$ cat config.mk
export PLATFORM = sky130hd
export DESIGN_NAME = reg_file
export DESIGN_NICKNAME = d
export VERILOG_FILES = /design/src/rtl/reg_file_pkg.sv /design/src/rtl/reg_file_bypass.sv /design/src/rtl/reg_file.sv
export SDC_FILE = /design/constraint.sdc
export NUM_CORES = 1
export LEC_CHECK = 0
export ABC_AREA = 0
export BUFFER_PORTS_ARGS = -buffer_cell sky130_fd_sc_hd__clkbuf_2
export CORE_ASPECT_RATIO = 1.4
export CORE_MARGIN = 1
export CORE_UTILIZATION = 30
export CTS_BUF_LIST = sky130_fd_sc_hd__clkbuf_4
export DETAILED_ROUTE_END_ITERATION = 6
export PLACE_DENSITY_LB_ADDON = 0.25
export SLEW_MARGIN = 15
export SYNTH_ARGS = -nofsm -noshare
export SYNTH_HDL_FRONTEND = slang
export SYNTH_SLANG_ARGS = --single-unit
$ cat constraint.sdc
create_clock -name clock -period 3.4 [get_ports clock]
set_clock_uncertainty 0.1 [all_clocks]
set_input_delay 0.68 -clock clock [delete_from_list [all_inputs] [get_ports clock]]
set_output_delay 0.68 -clock clock [all_outputs]
set_load 0.005 [all_outputs]
$ cat src/rtl/reg_file_pkg.sv
// Shared constants for the architectural register file and the write-enable decoder.
package reg_file_pkg;

    localparam int unsigned DATA_W       = 8;
    localparam int unsigned NUM_REGS_DEF = 16;
    localparam int unsigned ADDR_W_DEF   = 4;

    // Bit positions inside the 2-bit reg_file_wen bus
    localparam int unsigned WEN_TOP = 1;
    localparam int unsigned WEN_BOT = 0;

endpackage

$ cat src/rtl/reg_file_bypass.sv
// Per-read-port priority mux: zero register, reset, top bypass, bottom bypass, stored value.
module reg_file_bypass
    import reg_file_pkg::*;
#(
    parameter int unsigned ADDR_W   = ADDR_W_DEF,
    parameter bit          ZERO_REG = 1'b1
) (
    input  logic              nreset,
    input  logic [1:0]        wen,
    input  logic [ADDR_W-1:0] raddr,
    input  logic [ADDR_W-1:0] waddr_top,
    input  logic [DATA_W-1:0] wdata_top,
    input  logic [ADDR_W-1:0] waddr_bot,
    input  logic [DATA_W-1:0] wdata_bot,
    input  logic [DATA_W-1:0] stored,
    output logic [DATA_W-1:0] rdata
);

    // Top is checked before bottom so the bypass matches what commits on a collision
    always_comb begin
        rdata = stored;
        if (ZERO_REG && raddr == '0) begin
            rdata = '0;
        end else if (!nreset) begin
            rdata = '0;
        end else if (wen[WEN_TOP] && raddr == waddr_top) begin
            rdata = wdata_top;
        end else if (wen[WEN_BOT] && raddr == waddr_bot) begin
            rdata = wdata_bot;
        end
    end

endmodule

$ cat src/rtl/reg_file.sv
// Two-write, two-read architectural register file with write-first bypass and async clear.
module reg_file
    import reg_file_pkg::*;
#(
    parameter int unsigned NUM_REGS = NUM_REGS_DEF,
    parameter int unsigned ADDR_W   = ADDR_W_DEF,
    parameter bit          ZERO_REG = 1'b1
) (
    input  logic              clock,
    input  logic              nreset,
    input  logic [1:0]        wen,
    input  logic [ADDR_W-1:0] waddr_top,
    input  logic [DATA_W-1:0] wdata_top,
    input  logic [ADDR_W-1:0] waddr_bot,
    input  logic [DATA_W-1:0] wdata_bot,
    input  logic [ADDR_W-1:0] raddr_a,
    output logic [DATA_W-1:0] rdata_a,
    input  logic [ADDR_W-1:0] raddr_b,
    output logic [DATA_W-1:0] rdata_b
);

    logic [DATA_W-1:0] regs_q [NUM_REGS];
    logic              top_we;
    logic              bot_we;

    // Bottom yields to top on an address collision; register 0 may be hard-wired
    always_comb begin
        top_we = wen[WEN_TOP] && !(ZERO_REG && waddr_top == '0);
        bot_we = wen[WEN_BOT] && !(ZERO_REG && waddr_bot == '0)
                 && !(wen[WEN_TOP] && waddr_top == waddr_bot);
    end

    always_ff @(posedge clock or negedge nreset) begin
        if (!nreset) begin
            for (int i = 0; i < NUM_REGS; i++) begin
                regs_q[i] <= '0;
            end
        end else begin
            if (bot_we) begin
                regs_q[waddr_bot] <= wdata_bot;
            end
            if (top_we) begin
                regs_q[waddr_top] <= wdata_top;
            end
        end
    end

    reg_file_bypass #(
        .ADDR_W   (ADDR_W),
        .ZERO_REG (ZERO_REG)
    ) u_bypass_a (
        .nreset    (nreset),
        .wen       (wen),
        .raddr     (raddr_a),
        .waddr_top (waddr_top),
        .wdata_top (wdata_top),
        .waddr_bot (waddr_bot),
        .wdata_bot (wdata_bot),
        .stored    (regs_q[raddr_a]),
        .rdata     (rdata_a)
    );

    reg_file_bypass #(
        .ADDR_W   (ADDR_W),
        .ZERO_REG (ZERO_REG)
    ) u_bypass_b (
        .nreset    (nreset),
        .wen       (wen),
        .raddr     (raddr_b),
        .waddr_top (waddr_top),
        .wdata_top (wdata_top),
        .waddr_bot (waddr_bot),
        .wdata_bot (wdata_bot),
        .stored    (regs_q[raddr_b]),
        .rdata     (rdata_b)
    );

endmodule

After elaboration in Yosys (flattened, before gate mapping) --
Index checks and enable logic that the tools add are counted.
Cells by class: eq/ne operators 5, bitwise operators 4, magnitude comparators 6, reduce and logical (&&, ||, !) cells 17, muxes and demuxes 22
Operators by type and width (count):
- $bwmux W128 | 2
- $mux W128 | 2
- $mux W8 | 14
- $bmux W8 S4 | 2
- $demux W8 S4 | 2
- $eq A4 B4 Y1 | 5
- $ge A5 B5 Y1 const B | 4
- $not A4 Y5 | 4
- $logic_not A4 Y1 | 4
- $logic_and A1 B1 Y1 | 10
- $lt A5 B1 Y1 const B | 2
- $logic_not A1 Y1 | 3
Word-level totals: output and inout port bits 16, input bits 36, flip-flop bits (word level) 128

Depth between registers and ports, before layout --
Gate-level depths: netlist of run 1.
word-level depth 9, gate-level depth with buffers 8

Modules after synthesis --
Synthesis of run 1 repeated with hierarchy kept, for this count alone.
Second synthesis, totals: cells, all modules 1019, area total of the unflattened synthesis 9226.3 sq um
By module, submodules not included:
- reg_file | area each 8390.5 sq um, seq. area each 3203.1 sq um, instances 1, cells each 905
- reg_file_bypass | area each 417.9 sq um, seq. area each 0.0 sq um, instances 2, cells each 57

Worst setup path after synthesis of run 1 --
OpenSTA, ideal clock, no wires.
path type input to output, start input raddr_b[0], end output rdata_b[4], setup slack 508 ps, arrival 2112 ps, data required time 2620 ps, stages 7, cell sequence buf_4 buf_2 mux4_2 a22oi_1 nand2_1 mux2i_1 a211oi_1
On the way: word-level cells in the longest chain between the ends 8, elaborated cells on any way between the ends 13, those cells by class eq/ne (2); mux (7); bitwise (1); reduce/logical (3)
RTL lines:
- start, declared | line reg_file.sv:18 | input logic [ADDR_W-1:0] raddr_b,
- $not A4 Y5 (implied by the code) | line reg_file.sv:74 | .stored (regs_q[raddr_b]),
- $bmux W8 S4 | line reg_file.sv:74
- $mux W8 (implied by the code) (2 in a row) | line reg_file.sv:74
- $mux W8 | line reg_file_bypass.sv:28 | end else if (wen[WEN_BOT] && raddr == waddr_bot) begin
- $mux W8 | line reg_file_bypass.sv:26 | end else if (wen[WEN_TOP] && raddr == waddr_top) begin
- $mux W8 | line reg_file_bypass.sv:24 | end else if (!nreset) begin
- $mux W8 (*) | line reg_file_bypass.sv:22 | if (ZERO_REG && raddr == '0) begin
- end, declared | line reg_file.sv:19 | output logic [DATA_W-1:0] rdata_b
Every way passes the cells marked *; elsewhere a longest branch is shown, timed or not. The select of a mux whose other input is x is not followed.

Worst setup path after layout of run 1 --
start input raddr_b[1], end output rdata_b[5]
Same word-level chain as after synthesis.

==> results.yml, run 1 <==
run_status:
  status: "completed"
clock_tree:
  cts_tree: "built"
  clockBufferDepth: 2
  cts-root-buf: "clkbuf_4"
  cts_sinks: 128
  cts_buffers: 17
  htreeDepth: 4
  clk_latency_ns: 0.62
  path_clk_slew_ns: 0.10
route:
  wl_um: 30400
  vias: 6843
  drt-initial-drc-count: 550
  drc: 0
  routed_via_density: 5.39
  ant_nets: 0
  post_drt_wl_per_cell_um: 24.0
  dr.pass1.iters: 5
synthesis:
  syn_inst: 844
  synth_edf_count: 0
  synth_ff_type: "dfrtp_1"
  yosys_warnings: 0
  syn_avg_cell_area_um2: 10.5
  syn_nets: 880
  ys_seq_elements: 128
  ys_types: 43
  async_flop_share_pct: 100
  synth.cell_area_um2: 8830
  ys_seq_area_share_pct: 36.3
power:
  power_uw: 4700
  pwr_density_cell_nw_per_um2: 475
  p_leak_uw: 0.00479
  peakVddDrop_v: 0.000174
final_layout:
  design_area_um2: 9890
  area_delta_synth_final_pct: 12.0
  final_cells: 1269
  largestRegisters: "regs_q (128)"
  final_nets: 911
  regMostFlops: "regs_q"
  largest_reg_flops: 128
  nFillCells: 2948
  drive_above_1_share_pct: 25.3
global_route:
  grtUsageMet2_pct: 38.3
  grt_pass1_wl_um: 46200
  top_usage_layer: "met2"
  gr-usage-all-layers_pct: 21.3
  grt_max_degree: 71
  grt_pass1_vias: 6829
  use_met3_pct: 3.10
  met1_usage_pct: 24.6
  antenna_found_initial: 2
  grt-ovfl-total: 0
critical_path:
  r2r_end: "regs_q[107]"
  reg2reg_depth: 2
  arrival_ns: 2.50
  r2r_slack_ns: 2.49
  worst_setup_path_end_kind: "primary output"
  crit_type: "primary input to primary output"
  cp.required_ns: 2.62
  r2r-start: "regs_q[107]"
  crit_path_max_fanout: 8
  start_kind: "primary input"
sta:
  relSlewSlack_pct: 33.4
  worst_pin_slew_ns: 0.986
  slew_viol_final: 0
  period_minus_slack_ns: 3.28
  hold_violations: 0
  fin_crit_sh_pct: 96.4
  rsz0062_at_grt: "false"
  fmax_mhz: 305
  finalSetupViolCount: 0
  fin_setup_tns_ns: 0
placement:
  hpwl_um: 22400
  postPlaceCellArea_um2: 9590
  placedCellCount: 1230
  place.gp.congestion: 0.854
  port_buffers: 51
floorplanning:
  die-width_um: 147
  core_area_um2: 29100
  dieArea_um2: 30100
  initial_core_util_pct: 30.4
  ios: 52
  die_h_um: 205
  rows: 74
worst_hold_path:
  min_to: "regs_q[122]"
  hold_path.startpoint: "regs_q[122]"
  hp-class: "flop to flop"
  hold_depth: 0
flow_run:
  drv_cap: 0
## how the worst max path moves through the flow
stage	from	endpoint	slack, ns	cells past startpoint
final	raddr_b[1]	rdata_b[5]	0.12	6
after floorplan	raddr_b[0]	rdata_b[4]	0.51	7
after detailed placement	raddr_b[0]	rdata_b[5]	0.07	9
after global routing	raddr_b[1]	rdata_b[5]	0.009	8
after CTS	raddr_b[0]	rdata_b[5]	0.06	9
after global placement	raddr_b[0]	rdata_b[5]	0.09	9
## cells by family after synthesis
kind of cell / synth area share [%]
AND/OR/NAND/NOR: 10.6
multiplexers: 31.7
AO/OA/AOI/OAI: 13.9
flip-flops: 36.3
buffers and inverters: 4.97
XOR/XNOR: 2.49
## critical path, stage by stage
cell and delay [ns]:
clkbuf_2 0.21, buf_4 0.25, o41ai_1 0.87, buf_4 0.28, a211oi_1 0.07, clkbuf_2 0.13
## Yosys cell counts, types with 10 or more instances
library cell,n,area share [%]
dfrtp_1,128,36
xor2_1,12,1.2
o21ai_1,24,1.4
a22oi_1,30,2.5
mux2i_1,135,15
a21oi_1,97,5.5
a211oi_1,16,1.4
mux4_2,64,16
nor2_1,127,5.4
nand2_1,50,2.1
o21ai_4,10,1.8
buf_2,14,0.79
clkbuf_1,59,2.5
## report_power, final
group          switching (µW)  leakage, µW  internal (µW)
registers                 321      0.00151           1900
logic                     672      0.00313            780
clock network             592     0.000145            438
## what timing repair did
| item | in CTS | in global routing |
|---|---|---|
| setup endpoints to repair | 0 | 2 |
| setup buffers | 0 | 5 |
| endpoints found under the hold margin | 10 | 0 |
| hold buffers | 1 | 0 |
| resized for setup | 0 | 1 |
## layout by cell type, fill, tap and decap left out, drive strengths merged
cell type and instances:
and3 1, clkbuf 70, clkinv 8, nand3 10, nor2b 6, o41ai 2
mux2 1, a41o 1, xnor2 8, dlygate4sd3 1, o21ai 36, nor3 4
nor4b 3, a21oi 97, a211oi 16, bufinv 2, nor2 127, mux2i 135
xor2 12, and2 2, diode 3, o211ai 3, nand2 51, dfrtp 128
nor3b 3, mux4 64, nand3b 2, inv 3, a22oi 30, buf 55
and3b 2, nand2b 2, nor4 1
## metal layers
| layer | share of wire, % | up-vias |
|---|---|---|
| met5 | 0 | - |
| met4 | 4.0 | 0 |
| met3 | 4.2 | 49 |
| met2 | 54 | 220 |
| met1 | 38 | 3421 |
| li1 | - | 3153 |
## final cells by class
type | count | area [µm²] | share of cell area (%)
Clock buffer | 20 | 150 | 1.52
Multi-Input combinational cell | 619 | 5190 | 52.5
Inverter | 3 | 11.3 | 0.114
Sequential cell | 128 | 3200 | 32.4
Timing Repair Buffer | 106 | 756 | 7.64
Clock inverter | 10 | 96.3 | 0.974
Tap cell | 380 | 475 | 4.81
Antenna cell | 3 | 7.51 | 0.0759
## metrics by stage
| stage | util, % | hold WS [ns] | worst slack, ns |
|---|---|---|---|
| after floorplan | - | 0.284 | 0.508 |
| after global placement | 33.0 | 0.287 | 0.0947 |
| after detailed placement | 33.0 | 0.291 | 0.0692 |
| after CTS | 33.9 | 0.303 | 0.0630 |
| after global routing | 34.0 | 0.311 | 0.00878 |
| final | 34.0 | 0.314 | 0.123 |
No activity file was read; power rests on OpenSTA's default activity.
==> run 2: changes to the inputs <==
- CELL_PAD_IN_SITES_DETAIL_PLACEMENT: not set -> 1
- CELL_PAD_IN_SITES_GLOBAL_PLACEMENT: not set -> 1
==> run 2 against run 1 <==
Compared with the run above:
- largest power group unchanged
- first-iteration DRC count fell by 36%
- critical path type unchanged
- global-route usage fell by 0.48 points
- wire length fell by 1.4%
- critical endpoint is now rdata_b[6]
- clock power rose by 15%
==> results.yml, run 2 (synthesis results as in run 1) <==
floorplanning:
  dieArea_um2: 30100
  die-width_um: 147
  core_area_um2: 29100
  initial_core_util_pct: 30.4
  rows: 74
  ios: 52
  die_h_um: 205
final_layout:
  final_cells: 1261
  area_delta_synth_final_pct: 12.2
  largestRegisters: "regs_q (128)"
  drive_above_1_share_pct: 24.5
  mostFrequentLayoutCells: "mux2i_1 (135), dfrtp_1 (128), nor2_1 (127)"
  nFillCells: 3291
  layout_commonest_cell: "mux2i_1"
  final_nets: 904
  regMostFlops: "regs_q"
  largest_reg_flops: 128
placement:
  hpwl_um: 21800
  place.gp.congestion: 0.836
  port_buffers: 51
  placedCellCount: 1228
critical_path:
  crit_path_max_fanout: 14
  cp.required_ns: 2.62
  cp_num_buf_inv: 4
  cp_slowest_cell: "mux4_2"
  start_kind: "primary input"
  critPathMaxStageDelay_ns: 0.50
  worst_setup_path_end_kind: "primary output"
  path_delay_family: "multiplexers"
  crit_chain: "clkbuf_2 > buf_12 > buf_4 > mux4_2 > a22oi_1 > nand2_1 > mux2i_1 > a211oi_1 > clkbuf_2"
  arrival_ns: 2.49
  critPathMostFrequentCell: "clkbuf_2"
  crit_type: "primary input to primary output"
route:
  wl_um: 30000
  dr.pass1.iters: 4
  post_drt_wl_per_cell_um: 23.8
  drt-initial-drc-count: 352
  routed_via_density: 5.37
  ant_nets: 0
  vias: 6776
  drc: 0
clock_tree:
  cts_sinks: 128
  cts_tree: "built"
  htreeDepth: 4
  clk_latency_ns: 0.55
  cts_buffers: 17
  path_clk_slew_ns: 0.10
  cts-root-buf: "clkbuf_4"
  clockBufferDepth: 2
sta:
  rsz0062_at_grt: "false"
  relSlewSlack_pct: 47.5
  fmax_mhz: 306
  period_minus_slack_ns: 3.27
  hold_violations: 0
  fin_crit_sh_pct: 96.1
  slew_viol_final: 0
  fin_setup_tns_ns: 0
  finalSetupViolCount: 0
  worst_pin_slew_ns: 0.785
global_route:
  antenna_found_initial: 2
  top_usage_layer: "met2"
  grt-ovfl-total: 0
  met1_usage_pct: 24.7
  gr-usage-all-layers_pct: 20.8
  grtUsageMet2_pct: 37.7
  grt_pass1_wl_um: 46000
  grt_pass1_vias: 7118
  use_met3_pct: 2.54
  grt_max_degree: 120
flow_run:
  drv_cap: 0
run_status:
  status: "completed"
power:
  peakVddDrop_v: 0.000188
  p_leak_uw: 0.00478
  pwr_density_cell_nw_per_um2: 490
worst_hold_path:
  hp-class: "flop to flop"
## run 2: cell count changes in the layout (fill, tap and decap cells not counted), sizes merged
cell    previous run  this run
buf               55        48
bufinv             2         4
clkinv             8         6
diode              3         2
## run 2: per-layer routing
metal | vias up | share of wire, %
met3 | 50 | 2.2
met1 | 3473 | 42
met4 | 0 | 3.3
met2 | 131 | 53
met5 | - | 0
li1 | 3122 | -
## run 2: what timing repair did
action,in CTS,in global routing
endpoints found under the hold margin,9,0
setup buffers,0,0
gates resized for setup,0,0
hold buffers,1,0
## run 2: area by class of cell
type	count	area, µm²	share of cell area (%)
sequential	128	3200	32.3
inverter	3	11.3	0.114
timing repair buffer	99	724	7.31
clock inverter	10	144	1.45
clock buffer	20	150	1.52
antenna	2	5.00	0.0505
tap	380	475	4.80
multi-input combinational	619	5190	52.4
## run 2: final timing paths
path / start / end / slack, ns / cells after the start
hold / removal: regs_q[122] / regs_q[122] / 0.30 / 0
hold reg to reg: regs_q[122] / regs_q[122] / 0.30 / 0
setup reg to reg: regs_q[102] / regs_q[102] / 2.47 / 2
min in group asynchronous: nreset / regs_q[126] / 0.40 / 2
max in group asynchronous: nreset / regs_q[32] / 1.84 / 3
setup / recovery: raddr_b[0] / rdata_b[6] / 0.13 / 9
## run 2: stage by stage
step           power [µW]  utilization (%)  hold WS [ns]  worst slack, ns  instance area (µm²)
3_3_place_gp         3660             33.0         0.278            0.110                 9600
5_1_grt              5120             34.1         0.326           0.0643                 9910
6_report             4850             34.1         0.303            0.131                 9910
3_5_place_dp         3710             33.0         0.283            0.113                 9600
2_1_floorplan        3200                -         0.284            0.508                 8830
4_1_cts              4880             34.1         0.308            0.110                 9900
## run 2: power by group
| part | internal (µW) | switching [µW] | total, µW |
|---|---|---|---|
| registers | 1900 | 318 | 2210 |
| clock network | 587 | 593 | 1180 |
| logic | 781 | 677 | 1460 |
